[src/rtl/store_narrow_unit.sv]
// -----------------------------------------------------------------------------
// store_narrow_unit
//   Store-side narrowing unit. Accepts one 32-bit store request (sb/sh/sw)
//   from the MEM stage. Breaks it into 1, 2 or 4 byte-wide write beats on an
//   8-bit data-memory port. The memory acknowledges each beat. Misaligned or
//   reserved-size requests are rejected with a one-cycle error pulse, and no
//   beat is issued for them.
//
//   Build option:
//     STORE_BIG_ENDIAN_EN  defined   -> the most significant byte of the sized
//                                       field goes to the lowest address.
//                          undefined -> little-endian lane order (default).
//     Beat addresses and beat order are the same in both builds.
//
//   Ports:
//     clk_i        clock, rising edge
//     rst_i        synchronous reset, active-low
//     req_valid_i  store request valid
//     req_ready_o  unit idle, a request may be accepted
//     addr_i       store byte address (ADDR_W)
//     data_i       register data; sized field is data_i[8*N-1:0]
//     size_i       00=byte 01=half 10=word 11=reserved
//     mem_we_o     write beat valid, held until mem_ack_i
//     mem_addr_o   beat byte address (ADDR_W)
//     mem_data_o   beat byte
//     mem_ack_i    memory accepted the current beat
//     done_o       one-cycle pulse: all beats written
//     err_o        one-cycle pulse: request rejected
// -----------------------------------------------------------------------------
module store_narrow_unit #(
    parameter int unsigned ADDR_W = 32
) (
    input  logic              clk_i,
    input  logic              rst_i,
    input  logic              req_valid_i,
    output logic              req_ready_o,
    input  logic [ADDR_W-1:0] addr_i,
    input  logic [31:0]       data_i,
    input  logic [1:0]        size_i,
    output logic              mem_we_o,
    output logic [ADDR_W-1:0] mem_addr_o,
    output logic [7:0]        mem_data_o,
    input  logic              mem_ack_i,
    output logic              done_o,
    output logic              err_o
);

    localparam int unsigned DATA_W = 32;
    localparam int unsigned BYTE_W = 8;
    localparam int unsigned IDX_W  = 2;

`ifdef STORE_BIG_ENDIAN_EN
    localparam bit BIG_ENDIAN = 1'b1;
`else
    localparam bit BIG_ENDIAN = 1'b0;
`endif

    localparam logic [1:0] SIZE_BYTE = 2'b00;
    localparam logic [1:0] SIZE_HALF = 2'b01;
    localparam logic [1:0] SIZE_WORD = 2'b10;

    typedef enum logic [1:0] {
        S_IDLE,
        S_WRITE,
        S_DONE,
        S_ERR
    } state_t;

    // Request captured at accept; later input changes have no effect.
    typedef struct packed {
        logic [ADDR_W-1:0] base;
        logic [DATA_W-1:0] data;
        logic [IDX_W-1:0]  last;   // index of the final beat (N-1)
    } req_t;

    state_t           state;
    req_t             req_q;
    logic [IDX_W-1:0] idx;
    logic [IDX_W-1:0] idx_nxt;

    // Index of the last beat for a given size: byte->0, half->1, word->3.
    function automatic logic [IDX_W-1:0] last_idx(input logic [1:0] size);
        case (size)
            SIZE_BYTE: last_idx = IDX_W'(0);
            SIZE_HALF: last_idx = IDX_W'(1);
            default:   last_idx = IDX_W'(3);
        endcase
    endfunction

    // Reject the reserved size and any access that is not naturally aligned.
    function automatic logic reject(input logic [1:0] size, input logic [1:0] lo);
        case (size)
            SIZE_BYTE: reject = 1'b0;
            SIZE_HALF: reject = lo[0];
            SIZE_WORD: reject = (lo != 2'b00);
            default:   reject = 1'b1;
        endcase
    endfunction

    // Byte lane written on beat i; big-endian mirrors the lane inside the field.
    function automatic logic [BYTE_W-1:0] beat_byte(input logic [DATA_W-1:0] data,
                                                    input logic [IDX_W-1:0]  last,
                                                    input logic [IDX_W-1:0]  i);
        logic [IDX_W-1:0] lane;
        lane = BIG_ENDIAN ? IDX_W'(last - i) : i;
        case (lane)
            2'd0:    beat_byte = data[7:0];
            2'd1:    beat_byte = data[15:8];
            2'd2:    beat_byte = data[23:16];
            default: beat_byte = data[31:24];
        endcase
    endfunction

    assign idx_nxt = IDX_W'(idx + IDX_W'(1));

    // Control FSM with registered outputs.
    always_ff @(posedge clk_i) begin
        if (!rst_i) begin
            state       <= S_IDLE;
            req_q       <= '0;
            idx         <= '0;
            req_ready_o <= 1'b1;
            mem_we_o    <= 1'b0;
            mem_addr_o  <= '0;
            mem_data_o  <= '0;
            done_o      <= 1'b0;
            err_o       <= 1'b0;
        end else begin
            done_o <= 1'b0;
            err_o  <= 1'b0;
            case (state)
                S_IDLE: begin
                    if (req_valid_i) begin
                        req_q.base  <= addr_i;
                        req_q.data  <= data_i;
                        req_q.last  <= last_idx(size_i);
                        idx         <= '0;
                        req_ready_o <= 1'b0;
                        if (reject(size_i, addr_i[1:0])) begin
                            state <= S_ERR;
                            err_o <= 1'b1;
                        end else begin
                            // First beat presented directly from the inputs.
                            state      <= S_WRITE;
                            mem_we_o   <= 1'b1;
                            mem_addr_o <= addr_i;
                            mem_data_o <= beat_byte(data_i, last_idx(size_i), IDX_W'(0));
                        end
                    end
                end

                S_WRITE: begin
                    if (mem_ack_i) begin
                        if (idx == req_q.last) begin
                            state    <= S_DONE;
                            mem_we_o <= 1'b0;
                            done_o   <= 1'b1;
                        end else begin
                            idx        <= idx_nxt;
                            mem_addr_o <= req_q.base + ADDR_W'(idx_nxt);
                            mem_data_o <= beat_byte(req_q.data, req_q.last, idx_nxt);
                        end
                    end
                end

                S_DONE, S_ERR: begin
                    state       <= S_IDLE;
                    req_ready_o <= 1'b1;
                end

                default: begin
                    state       <= S_IDLE;
                    req_ready_o <= 1'b1;
                    mem_we_o    <= 1'b0;
                end
            endcase
        end
    end

endmodule

[config.mk]
export PLATFORM = sky130hd
export DESIGN_NAME = store_narrow_unit
export DESIGN_NICKNAME = d
export VERILOG_FILES = /design/src/rtl/store_narrow_unit.sv
export SDC_FILE = /design/constraint.sdc
export NUM_CORES = 1
export LEC_CHECK = 0
export ABC_CLOCK_PERIOD_IN_PS = 7300
export BUFFER_PORTS_ARGS = -buffer_cell sky130_fd_sc_hd__clkbuf_2
export CAP_MARGIN = 15
export CORE_MARGIN = 2
export CORE_UTILIZATION = 40
export CTS_BUF_LIST = sky130_fd_sc_hd__clkbuf_8
export DETAILED_ROUTE_END_ITERATION = 10
export PLACE_DENSITY_LB_ADDON = 0.08
export SLEW_MARGIN = 10
export SYNTH_ARGS = -nofsm -noshare
export SYNTH_HDL_FRONTEND = slang
export SYNTH_SLANG_ARGS = --single-unit
[constraint.sdc]
create_clock -name clk_i -period 7.3 [get_ports clk_i]
set_input_delay 1.46 -clock clk_i [delete_from_list [all_inputs] [get_ports clk_i]]
set_output_delay 1.46 -clock clk_i [all_outputs]
set_load 0.02 [all_outputs]
==> out/summary.log, run 1 <==
qor: synth.synth_ff_type dfxtp_1
qor: setup_path.critical_path.max_fanout 8
qor: synth.syn-instance-count 697
qor: synth.yosys_top_cell_area_share 40.1%
qor: global_route.global_route.overflow_total 0
qor: detailed_routing.ant_nets 0
qor: run.cap_viol_max_count 0
qor: detailed_routing.via_count 5323
qor: power.p_leak 2.70 nW
qor: timing.hold_viol 0
qor: clock_tree.max-clock-path-buffers 2
qor: synth.synth.lib_cells_used.distinct 59
qor: timing.timing_worst_slew_pin_value 1040 ps
qor: clock_tree.postCtsSetupBuffers 0
qor: detailed_routing.drt-initial-drc-count 474
qor: timing.rsz0062_at_grt false
qor: floorplan.core_area 0.0139 sq mm
qor: run_status.status finished clean
qor: power.vdd.ir_drop.worst 0.101 mV
qor: detailed_routing.wl_per_cell 16.4 microns
qor: setup_path.crit_path_end_kind register
qor: place.count_of_buffers_from_port_buffering 113
qor: global_route.grt_first_pass_wirelength 25.7 mm
qor: synth.syn_nets 774
qor: cells_and_area.non_filler_cells_final 974
qor: cells_and_area.share_of_layout_cells_above_drive_strength_1 21.2%
qor: global_route.antenna_violations_before_repair 1
qor: synth.commonest_cells_post_synth nand2_1 (177), dfxtp_1 (114), a21boi_0 (74)
qor: floorplan.boundaryPins 114
qor: cells_and_area.nets 859
qor: power.seqPwrFrac 44.2%
qor: detailed_routing.routed-wl-met2 7.32 mm
qor: detailed_routing.wl_met3 873 microns
qor: place.place_hpwl 10.7 mm
qor: synth.synth_top_cells_by_area dfxtp_1 (40%), nand2_1 (12%), a21boi_0 (9.8%)
qor: detailed_routing.highest-signal-layer met5
qor: synth.synth.cell_area 0.00569 sq mm
qor: timing.fin_skew 5.84 ps
qor: clock_tree.cts_max_level 4
qor: detailed_routing.drt_drc_violations_left 0
qor: global_route.grt_max_degree 121
qor: synth.synth_area_leader_cell dfxtp_1
qor: timing.timing.final.crit_period 3190 ps
qor: power.power.internal 1.14 mW
qor: timing.setup_viol_count_final 0
qor: setup_path.worst-endpoint-required 7640 ps
qor: timing.max_freq 0.314 GHz
qor: setup_path.critPathArrivalTime 3520 ps
qor: timing.slew_violations 0
qor: hold_path.timing.hold.worst.class reg2reg
qor: setup_path.critPathKind reg2reg
qor: power.p_per_area 244 mW/mm^2
qor: synth.synthesis_stage_register_bit_count 114
qor: place.globalplace.congestion 0.847
qor: synth.post-synth-top-count-cell nand2_1
qor: timing.post-route-period-util 43.7%
qor: cells_and_area.syn_to_final_growth 18.3%
qor: clock_tree.ctsResizeCount 0
qor: timing.tns 0 ps
qor: clock_tree.cts_made_buffers 17
qor: floorplan.start_util 41.0%
qor: setup_path.crit_start_category register
qor: clock_tree.cts.root.buffer_cell clkbuf_8
qor: synth.synthArstFlopShare 0%
qor: detailed_routing.drt_pre_antenna_iters 5
qor: detailed_routing.finalWirelength 16.0 mm
qor: floorplan.row_count 43
qor: clock_tree.cts_hold_buffers 0
qor: clock_tree.clock_transition_time_at_the_flip_flop_clock_pins_of_the_worst_setup_and_hold_paths 70 ps
qor: clock_tree.tritoncts_num_sinks 114
qor: synth.seq_area_frac_synth 40.1%
qor: floorplan.die_height 123 microns
qor: power.sw_frac_of_total 30.7%
qor: cells_and_area.num_antenna_cells 0
qor: power.power.clock.fraction 37.0%
qor: floorplan.floorplan.die_area 0.0152 sq mm
qor: floorplan.die_x 123 microns
qor: detailed_routing.drt-vias-per-instance 5.47
qor: place.numPlacedInstances 942
qor: global_route.track_usage 21.8%
qor: power.power.combinational.fraction 18.7%
qor: synth.synth.yosys.warnings 0
qor: timing.slew_headroom 30.8%
qor: clock_tree.cts_tree yes
qor: synth.synth_enable_flop_cells 0
qor: clock_tree.clock_insertion_delay_worst_skew 450 ps
qor: synth.mean_cell_area_of_the_mapped_netlist 8.16 sq um
qor: global_route.via_count_of_the_first_global_routing_pass 5211
qor: detailed_routing.met1_length 7.56 mm
qor: power.switchingPower 0.502 mW
layer usage:
metal	GRT usage [%]	vias up
met5	0	-
met4	8.24	2
met3	5.54	20
met2	33.7	143
met1	29.3	2528
li1	-	2630
cell families (layout without fill, tap and decap cells):
| kind of cell | count (synthesis) | count (layout) | synth area share [%] |
|---|---|---|---|
| adders and majority gates | 7 | 7 | 1.67 |
| AOI/OAI and AO/OA | 175 | 175 | 23.2 |
| and+or+nand+nor | 305 | 305 | 25.0 |
| muxes | 11 | 11 | 1.96 |
| buffers and inverters | 63 | 160 | 4.62 |
| DFF | 114 | 114 | 40.1 |
| xor gates and xnor gates | 22 | 22 | 3.39 |
sequential cells by signal, indices dropped and copies added (netlist names):
signal and cells:
mem_data_o 8, state 2, mem_we_o 1, req_ready_o 1, done_o 1, mem_addr_o 32, idx 2, err_o 1
req_q 66
cells in the final DEF, fill, tap and decap left out, drive strengths merged, types with 3 or more instances in the layout:
cell,netlist,routed
a211o,5,5
a21boi,74,74
a21o,3,3
a21oi,13,13
a222oi,8,8
a22o,4,4
and2,8,8
and3,6,6
buf,22,8
clkbuf,32,134
clkinv,0,5
dfxtp,114,114
ha,6,6
inv,9,9
mux2i,10,10
nand2,178,178
nand3,37,37
nand4,13,13
nor2,17,17
nor2b,4,4
nor3,14,14
nor4,14,14
o211a,10,10
o211ai,8,8
o21ai,26,26
o221ai,6,6
o2bb2ai,3,3
o311a,3,3
or4,5,5
xnor2,12,12
xor2,10,10
power groups by stage:
| stage | sequential, mW | combinational, mW | clock, mW |
|---|---|---|---|
| after CTS | 0.725 | 0.307 | 0.618 |
| after global routing | 0.733 | 0.342 | 0.643 |
| final | 0.725 | 0.307 | 0.607 |
| after floorplan | 0.760 | 0.176 | 0 |
| after global placement | 0.737 | 0.301 | 0 |
| after detailed placement | 0.739 | 0.306 | 0 |
through the flow:
| stage | worst slack [ps] | hold WS, ps | total power, mW | util [%] | cell area, sq um |
|---|---|---|---|---|---|
| floorplan | 4480 | 443 | 0.937 | - | 5690 |
| global placement | 3450 | 448 | 1.04 | 45.4 | 6310 |
| detailed placement | 3390 | 450 | 1.04 | 45.4 | 6310 |
| CTS | 3850 | 463 | 1.65 | 48.4 | 6710 |
| global route | 3880 | 486 | 1.72 | 48.5 | 6730 |
| finish | 4110 | 460 | 1.64 | 48.5 | 6730 |
path summary, 6_finish.rpt:
path,cells after the start,to,startpoint,slack [ps]
setup / recovery,8,mem_addr_o[28]$_SDFFE_PN0P_,idx[0]$_SDFFE_PN0P_,4110
hold / removal,2,mem_addr_o[10]$_SDFFE_PN0P_,mem_addr_o[10]$_SDFFE_PN0P_,460
setup reg to reg,8,mem_addr_o[28]$_SDFFE_PN0P_,idx[0]$_SDFFE_PN0P_,4110
hold reg to reg,2,mem_addr_o[10]$_SDFFE_PN0P_,mem_addr_o[10]$_SDFFE_PN0P_,460
cell type report:
cell class                 count  area, sq um
fill                        1387         7150
clock inverter                 9          104
multi-input combinational    520         3150
tap                          180          225
sequential                   114         2280
clock buffer                  22          303
inverter                       9         33.8
timing repair buffer         120          626
worst max-delay path, cell delays in order (launching register included):
cell     delay [ps]
dfxtp_1         490
inv_1           140
ha_1            380
fa_1            440
nand4_1         170
nor3_1          690
nand3_1         240
xnor2_1         190
o311a_1         320
Note: power is estimated with default switching activity, not from simulation.
==> run 2, diff against run 1 <==
--- a/config.mk
+++ b/config.mk
@@ -5,7 +5,7 @@
 export SDC_FILE = /design/constraint.sdc
 export NUM_CORES = 1
 export LEC_CHECK = 0
-export ABC_CLOCK_PERIOD_IN_PS = 7300
+export ABC_CLOCK_PERIOD_IN_PS = 2800
 export BUFFER_PORTS_ARGS = -buffer_cell sky130_fd_sc_hd__clkbuf_2
 export CAP_MARGIN = 15
 export CORE_MARGIN = 2
==> constraint.sdc (replaced) <==
create_clock -name clk_i -period 2.8 [get_ports clk_i]
set_input_delay 0.56 -clock clk_i [delete_from_list [all_inputs] [get_ports clk_i]]
set_output_delay 0.56 -clock clk_i [all_outputs]
set_load 0.02 [all_outputs]
==> run 2 against run 1 <==
Critical path depth is the same. Clock power grew 130%. Final cell count increased by 0.82%. Total power rose to 2.5 times the previous value. Clock skew increased by 5.6 ps.
==> out/summary.log, run 2 (synthesis results as in run 1) <==
qor: timing.slew_violations 0 [unchanged]
qor: setup_path.critPathBufInv 1 [unchanged]
qor: floorplan.die_height 123 microns [unchanged]
qor: global_route.antenna_violations_before_repair 0 [-1]
qor: setup_path.path_cells inv_1, ha_1, ha_1, a21o_1, nand4_4, or4_1, nand3_1, a22o_1
qor: floorplan.core_area 0.0139 sq mm [unchanged]
qor: place.count_of_buffers_from_port_buffering 113 [unchanged]
qor: setup_path.critPathKind reg2reg
qor: cells_and_area.ff_latch_area 0.00228 sq mm [unchanged]
qor: floorplan.start_util 41.0% [unchanged]
qor: floorplan.boundaryPins 114 [unchanged]
qor: clock_tree.cts_max_level 4 [unchanged]
qor: clock_tree.ctsResizeCount 0 [unchanged]
qor: timing.max_freq 0.388 GHz [+24%]
qor: timing.hold_viol 0 [unchanged]
qor: timing.setup_viol_count_final 0 [unchanged]
qor: power.vdd.ir_drop.worst 0.291 mV [+190%]
qor: timing.tns 0 ps [unchanged]
qor: timing.fin_skew 11.5 ps [+5.61 ps]
qor: cells_and_area.area_used_by_multi_input_combinational_logic 0.00316 sq mm [+0.28%]
qor: cells_and_area.largest_registers req_q x66, mem_addr_o x32, mem_data_o x8
qor: place.place_hpwl 11.4 mm [+6.6%]
qor: setup_path.ff2ff_path_depth 8 [unchanged]
qor: run.cap_viol_max_count 0 [unchanged]
qor: clock_tree.postCtsSetupBuffers 0 [unchanged]
qor: setup_path.cp_top_family simple AND/OR/NAND/NOR gates
qor: detailed_routing.wl_per_cell 16.4 microns [-0.32%]
qor: cells_and_area.nets 866 [+0.81%]
qor: global_route.grt_first_pass_wirelength 25.8 mm [+0.70%]
qor: setup_path.critical_path.slowest_cell or4_1
qor: timing.timing.final.crit_period 2570 ps [-612 ps]
qor: cells_and_area.num_antenna_cells 0 [unchanged]
qor: hold_path.worstHoldPathCells 3 [+1]
qor: clock_tree.cts_made_buffers 17 [unchanged]
qor: cells_and_area.layout.cells.most_common_list nand2_1 (177), dfxtp_1 (114), clkbuf_2 (112), a21boi_0 (74), nand3_1 (35)
qor: detailed_routing.drt-vias-per-instance 5.47 [+0.12%]
qor: power.switchingPower 1.34 mW [+170%]
qor: clock_tree.clock_insertion_delay_worst_skew 440 ps [about the same]
qor: timing.timing_worst_slew_pin_value 747 ps [-292 ps]
qor: clock_tree.cts_tree yes
qor: clock_tree.clock_transition_time_at_the_flip_flop_clock_pins_of_the_worst_setup_and_hold_paths 70 ps [about the same]
qor: clock_tree.tritoncts_num_sinks 114 [unchanged]
qor: cells_and_area.number_of_flip_flops_under_the_largest_register_name 66 [unchanged]
qor: cells_and_area.regMostFlops req_q
qor: detailed_routing.ant_nets 0 [unchanged]
qor: power.sw_frac_of_total 32.4% [+1.7 points]
qor: power.power.clock.fraction 34.3% [-2.7 points]
qor: cells_and_area.fillCellCount 1433 [+3.3%]
qor: clock_tree.max-clock-path-buffers 2 [unchanged]
qor: cells_and_area.share_of_layout_cells_above_drive_strength_1 21.8% [+0.66 points]
qor: setup_path.crit_path_end_kind register
qor: run_status.status finished clean
qor: global_route.track_usage 21.9% [+0.12 points]
qor: global_route.grt_max_degree 80 [-34%]
qor: power.power.combinational.fraction 19.9% [+1.2 points]
qor: setup_path.critPathMostFrequentCell ha_1
qor: detailed_routing.drt_drc_violations_left 0 [unchanged]
qor: floorplan.floorplan.die_area 0.0152 sq mm [unchanged]
qor: detailed_routing.drt-initial-drc-count 391 [-18%]
qor: power.power.internal 2.79 mW [+150%]
qor: global_route.via_count_of_the_first_global_routing_pass 5088 [-2.4%]
qor: setup_path.crit_start_category register
qor: timing.fin_hold_ws 351 ps [-109 ps]
qor: power.p_leak 2.72 nW [+0.62%]
qor: detailed_routing.drt_pre_antenna_iters 5 [unchanged]
qor: setup_path.worst-endpoint-required 3190 ps [-4450 ps]
qor: setup_path.critPathArrivalTime 2960 ps [-560 ps]
qor: detailed_routing.via_count 5373 [+0.94%]
qor: timing.slew_headroom 49.8% [+19 points]
qor: setup_path.worstSetupPathDepth 8 [unchanged]
qor: cells_and_area.syn_to_final_growth 19.0%
qor: detailed_routing.finalWirelength 16.1 mm [+0.50%]
qor: clock_tree.cts.root.buffer_cell clkbuf_8
qor: floorplan.row_count 43 [unchanged]
qor: power.p_per_area 610 mW/mm^2 [+150%]
qor: hold_path.timing.hold.worst.class in2reg
qor: clock_tree.cts_hold_buffers 0 [unchanged]
qor: place.globalplace.congestion 0.883 [+4.3%]
qor: timing.post-route-period-util 91.9% [+48 points]
qor: setup_path.critical_path.max_fanout 9 [+1]
qor: power.seqPwrFrac 45.8% [+1.6 points]
qor: global_route.global_route.overflow_total 0 [unchanged]
qor: setup_path.critPathMaxStageDelay 570 ps [-120 ps]
qor: cells_and_area.layout_commonest_cell nand2_1
qor: timing.rsz0062_at_grt false
qor: floorplan.die_x 123 microns [unchanged]
==> run 2: changes by cell type in the layout (fill, tap and decap cells not counted), moves of 2 or more <==
cell,previous run,this run
clkbuf_8,22,18
clkinv_4,1,3
buf_4,6,12
clkinvlp_4,2,5
buf_12,0,2
==> run 2: worst reg2reg max path, stage by stage (launching register included) <==
cell	delay (ps)
dfxtp_1	460
inv_1	130
ha_1	370
ha_1	310
a21o_1	270
nand4_4	210
or4_1	570
nand3_1	100
a22o_1	110
==> run 2: final cells by class <==
| class | instances | area share [%] |
|---|---|---|
| repair buffers | 127 | 10.3 |
| clock buffers | 18 | 3.66 |
| multi-input cells | 520 | 46.8 |
| inverters | 9 | 0.499 |
| flip-flops and latches | 114 | 33.7 |
| well taps | 180 | 3.33 |
| clock inverters | 14 | 1.74 |
==> run 2: path summary, 6_finish.rpt <==
check                                                 from                     endpoint  slack, ps
worst max-delay path                   idx[0]$_SDFFE_PN0P_  mem_addr_o[25]$_SDFFE_PN0P_        230
worst min register to register  mem_addr_o[2]$_SDFFE_PN0P_   mem_addr_o[2]$_SDFFE_PN0P_        460
worst max register to register         idx[0]$_SDFFE_PN0P_  mem_addr_o[25]$_SDFFE_PN0P_        230
worst min-delay path                            data_i[19]       req_q[21]$_SDFFE_PN0P_        350
==> run 2: power groups by stage <==
stage          combinational (mW)  clock (mW)  sequential (mW)
3_5_place_dp                0.824           0             1.93
6_report                    0.821        1.42             1.89
2_1_floorplan               0.460           0             1.98
5_1_grt                     0.912        1.53             1.91
4_1_cts                     0.827        1.46             1.89
3_3_place_gp                0.813           0             1.92
==> run 2: routing by layer <==
layer	track usage [%]	vias up	share of wire (%)
li1	-	2655	-
met1	30.9	2571	49
met2	33.5	135	45
met3	4.66	12	5.0
met4	6.82	0	1.1
met5	0	-	0
==> run 2: through the flow <==
step	total power [mW]	instance area [sq um]	setup slack [ps]	cells	util (%)
floorplan	2.44	5690	341	697	-
detailed placement	2.75	6390	167	950	46.0
finish	4.13	6770	226	982	48.7
global route	4.35	6770	45.8	982	48.7
CTS	4.17	6760	144	982	48.7
global placement	2.73	6390	307	950	46.0
==> run 3, diff against run 2 <==
--- a/config.mk
+++ b/config.mk
@@ -8,8 +8,10 @@
 export ABC_CLOCK_PERIOD_IN_PS = 2800
 export BUFFER_PORTS_ARGS = -buffer_cell sky130_fd_sc_hd__clkbuf_2
 export CAP_MARGIN = 15
+export CELL_PAD_IN_SITES_DETAIL_PLACEMENT = 2
+export CELL_PAD_IN_SITES_GLOBAL_PLACEMENT = 2
 export CORE_MARGIN = 2
-export CORE_UTILIZATION = 40
+export CORE_UTILIZATION = 30
 export CTS_BUF_LIST = sky130_fd_sc_hd__clkbuf_8
 export DETAILED_ROUTE_END_ITERATION = 10
 export PLACE_DENSITY_LB_ADDON = 0.08
==> run 3 against run 2 <==
Worst hold slack worse by 7.8 ps. Register-to-register slack better by 30 ps. Sequential share of layout area shrank 0.60 points. First-iteration DRC count fell by 22%. Clock power rose by 15%. Core utilization fell by 12 points. Count of clock-buffer cells in the layout grew 1. Largest cell class unchanged.
==> out/summary.log, run 3 (synthesis results as in run 1) <==
qor: setup_path.crit_start_category register
qor: clock_tree.max-clock-path-buffers 2 [unchanged]
qor: clock_tree.cts_tree yes
qor: cells_and_area.syn_to_final_growth 21.1%
qor: cells_and_area.final_core_util 36.9% [-12 points]
qor: hold_path.hold_crit_endpoint req_q[10]$_SDFFE_PN0P_
qor: global_route.grt_first_pass_wirelength 32.7 mm [+27%]
qor: timing.max_freq 0.392 GHz [+1.0%]
qor: timing.fin_skew 12.7 ps [+1.27 ps]
qor: power.vdd.ir_drop.worst 0.282 mV [-3.1%]
qor: cells_and_area.largest_registers req_q x66, mem_addr_o x32, mem_data_o x8
qor: cells_and_area.share_of_layout_cells_above_drive_strength_1 22.0% [+0.22 points]
qor: clock_tree.cts_made_buffers 17 [unchanged]
qor: global_route.track_usage 21.0% [-0.92 points]
qor: detailed_routing.drt_drc_violations_left 0 [unchanged]
qor: floorplan.core_area 0.0186 sq mm [+34%]
qor: setup_path.worst_setup_slack_for_register_to_register_paths 250 ps [+30 ps]
qor: place.count_of_buffers_from_port_buffering 113 [unchanged]
qor: hold_path.worst_hold_startpoint data_i[8]
qor: setup_path.critical_path.max_fanout 8 [-1]
qor: timing.rsz0062_at_grt false
qor: clock_tree.cts.root.buffer_cell clkbuf_8
qor: clock_tree.tritoncts_num_sinks 114 [unchanged]
qor: power.power.total 4.40 mW [+6.6%]
qor: hold_path.worstHoldPathCells 3 [unchanged]
qor: detailed_routing.via_count 5576 [+3.8%]
qor: cells_and_area.fillCellCount 2161 [+51%]
qor: timing.tns 0 ps [unchanged]
qor: detailed_routing.finalWirelength 20.5 mm [+28%]
qor: hold_path.timing.hold.worst.class in2reg
qor: setup_path.ff2ff_path_depth 7 [-1]
qor: cells_and_area.nets 869 [+0.35%]
qor: clock_tree.cts_max_level 4 [unchanged]
qor: setup_path.worst-endpoint-required 3110 ps [-80 ps]
qor: detailed_routing.ant_nets 0 [unchanged]
qor: cells_and_area.num_antenna_cells 0 [unchanged]
qor: setup_path.r2r_end mem_addr_o[24]$_SDFFE_PN0P_
qor: global_route.via_count_of_the_first_global_routing_pass 5895 [+16%]
qor: timing.hold_viol 0 [unchanged]
qor: floorplan.row_count 50 [+16%]
qor: cells_and_area.regMostFlops req_q
qor: global_route.global_route.overflow_total 0 [unchanged]
qor: run.cap_viol_max_count 0 [unchanged]
qor: timing.setup_viol_count_final 0 [unchanged]
qor: global_route.antenna_violations_before_repair 0 [unchanged]
qor: power.p_leak 2.76 nW [+1.5%]
qor: timing.slew_headroom 46.3% [-3.5 points]
qor: floorplan.floorplan.die_area 0.0201 sq mm [+32%]
qor: place.place_hpwl 14.5 mm [+27%]
qor: cells_and_area.layout_commonest_cell nand2_1
qor: floorplan.die_x 142 microns [+15%]
qor: setup_path.crit_path_end_kind register
qor: cells_and_area.finish.instance_area 0.00689 sq mm [+1.8%]
qor: floorplan.start_util 30.5% [-10 points]
qor: timing.post-route-period-util 91.0% [-0.92 points]
qor: clock_tree.clock_transition_time_at_the_flip_flop_clock_pins_of_the_worst_setup_and_hold_paths 70 ps [about the same]
qor: timing.slew_violations 0 [unchanged]
qor: detailed_routing.drt-initial-drc-count 304 [-22%]
qor: timing.timing.final.crit_period 2550 ps [-25.8 ps]
qor: power.p_per_area 639 mW/mm^2 [+4.7%]
qor: detailed_routing.wl_per_cell 19.8 microns [+21%]
qor: timing.timing_worst_slew_pin_value 805 ps [+58.8 ps]
qor: place.dpl_cell_area 0.00648 sq mm [+1.4%]
qor: clock_tree.clock_insertion_delay_worst_skew 440 ps [about the same]
qor: run_status.status finished clean
qor: place.globalplace.congestion 0.796 [-9.9%]
qor: setup_path.r2r-start idx[1]$_SDFFE_PN0P_
qor: cells_and_area.number_of_flip_flops_under_the_largest_register_name 66 [unchanged]
qor: detailed_routing.drt_pre_antenna_iters 6 [+1]
qor: floorplan.boundaryPins 114 [unchanged]
qor: global_route.grt_max_degree 86 [+7.5%]
qor: detailed_routing.drt-vias-per-instance 5.38 [-1.7%]
qor: setup_path.critPathKind reg2reg
qor: setup_path.critPathArrivalTime 2850 ps [-110 ps]
qor: cells_and_area.layout.cells.most_common_list nand2_1 (177), dfxtp_1 (114), clkbuf_2 (112), a21boi_0 (74), nand3_1 (35)
qor: floorplan.die_height 142 microns [+15%]
## run 3: worst max path at each step
stage | start | to | slack, ps | cells past startpoint
floorplan | idx[0]$_SDFFE_PN0P_ | mem_addr_o[28]$_SDFFE_PN0P_ | 340 | 9
global placement | idx[1]$_SDFFE_PN0P_ | mem_addr_o[25]$_SDFFE_PN0P_ | 370 | 8
detailed placement | idx[1]$_SDFFE_PN0P_ | mem_addr_o[25]$_SDFFE_PN0P_ | 270 | 8
CTS | idx[1]$_SDFFE_PN0P_ | mem_addr_o[27]$_SDFFE_PN0P_ | 160 | 8
global route | idx[1]$_SDFFE_PN0P_ | mem_addr_o[25]$_SDFFE_PN0P_ | 80 | 8
finish | idx[1]$_SDFFE_PN0P_ | mem_addr_o[24]$_SDFFE_PN0P_ | 250 | 7
## run 3: area by class of cell
class | instances | area [sq um] | area share (%)
tap | 234 | 293 | 4.25
timing repair buffer | 130 | 718 | 10.4
clock inverter | 11 | 139 | 2.02
inverter | 9 | 33.8 | 0.490
multi-input combinational | 520 | 3160 | 45.9
sequential | 114 | 2280 | 33.1
clock buffer | 19 | 262 | 3.80
## run 3: through the flow
stage	hold slack (ps)	setup WS, ps	instances
after floorplan	443	341	697
final	343	252	1037
after global placement	446	375	1007
after CTS	316	156	1037
after global routing	337	83.9	1037
after detailed placement	462	266	1007
## run 3: power by group
| group | internal, mW | total [mW] | switching [mW] | leakage, nW |
|---|---|---|---|---|
| clock | 0.910 | 1.63 | 0.717 | 0.208 |
| combinational | 0.313 | 0.869 | 0.556 | 1.61 |
| sequential | 1.77 | 1.90 | 0.132 | 0.935 |
| total | 2.99 | 4.40 | 1.40 | 2.75 |
## run 3: timing repair
item,CTS,global route
gates resized for setup,0,1
hold buffers,0,0
hold endpoints to repair,0,0
setup buffers,0,0
setup endpoints to repair,0,1
## run 3: worst max-delay path: stages, from the launching register on
cell and delay (ps):
dfxtp_1 430, inv_1 90, ha_1 350, fa_1 400
nand4_1 260, o31a_1 360, nor3_1 380, o2bb2ai_1 140
## run 3: layer usage
layer  part of all wire, %  global-route usage [%]  vias up
li1                      -                       -     2662
met4                   1.5                    7.37        0
met5                     0                       0        -
met3                   2.9                    3.34       21
met1                    48                    28.2     2785
met2                    47                    34.3      108
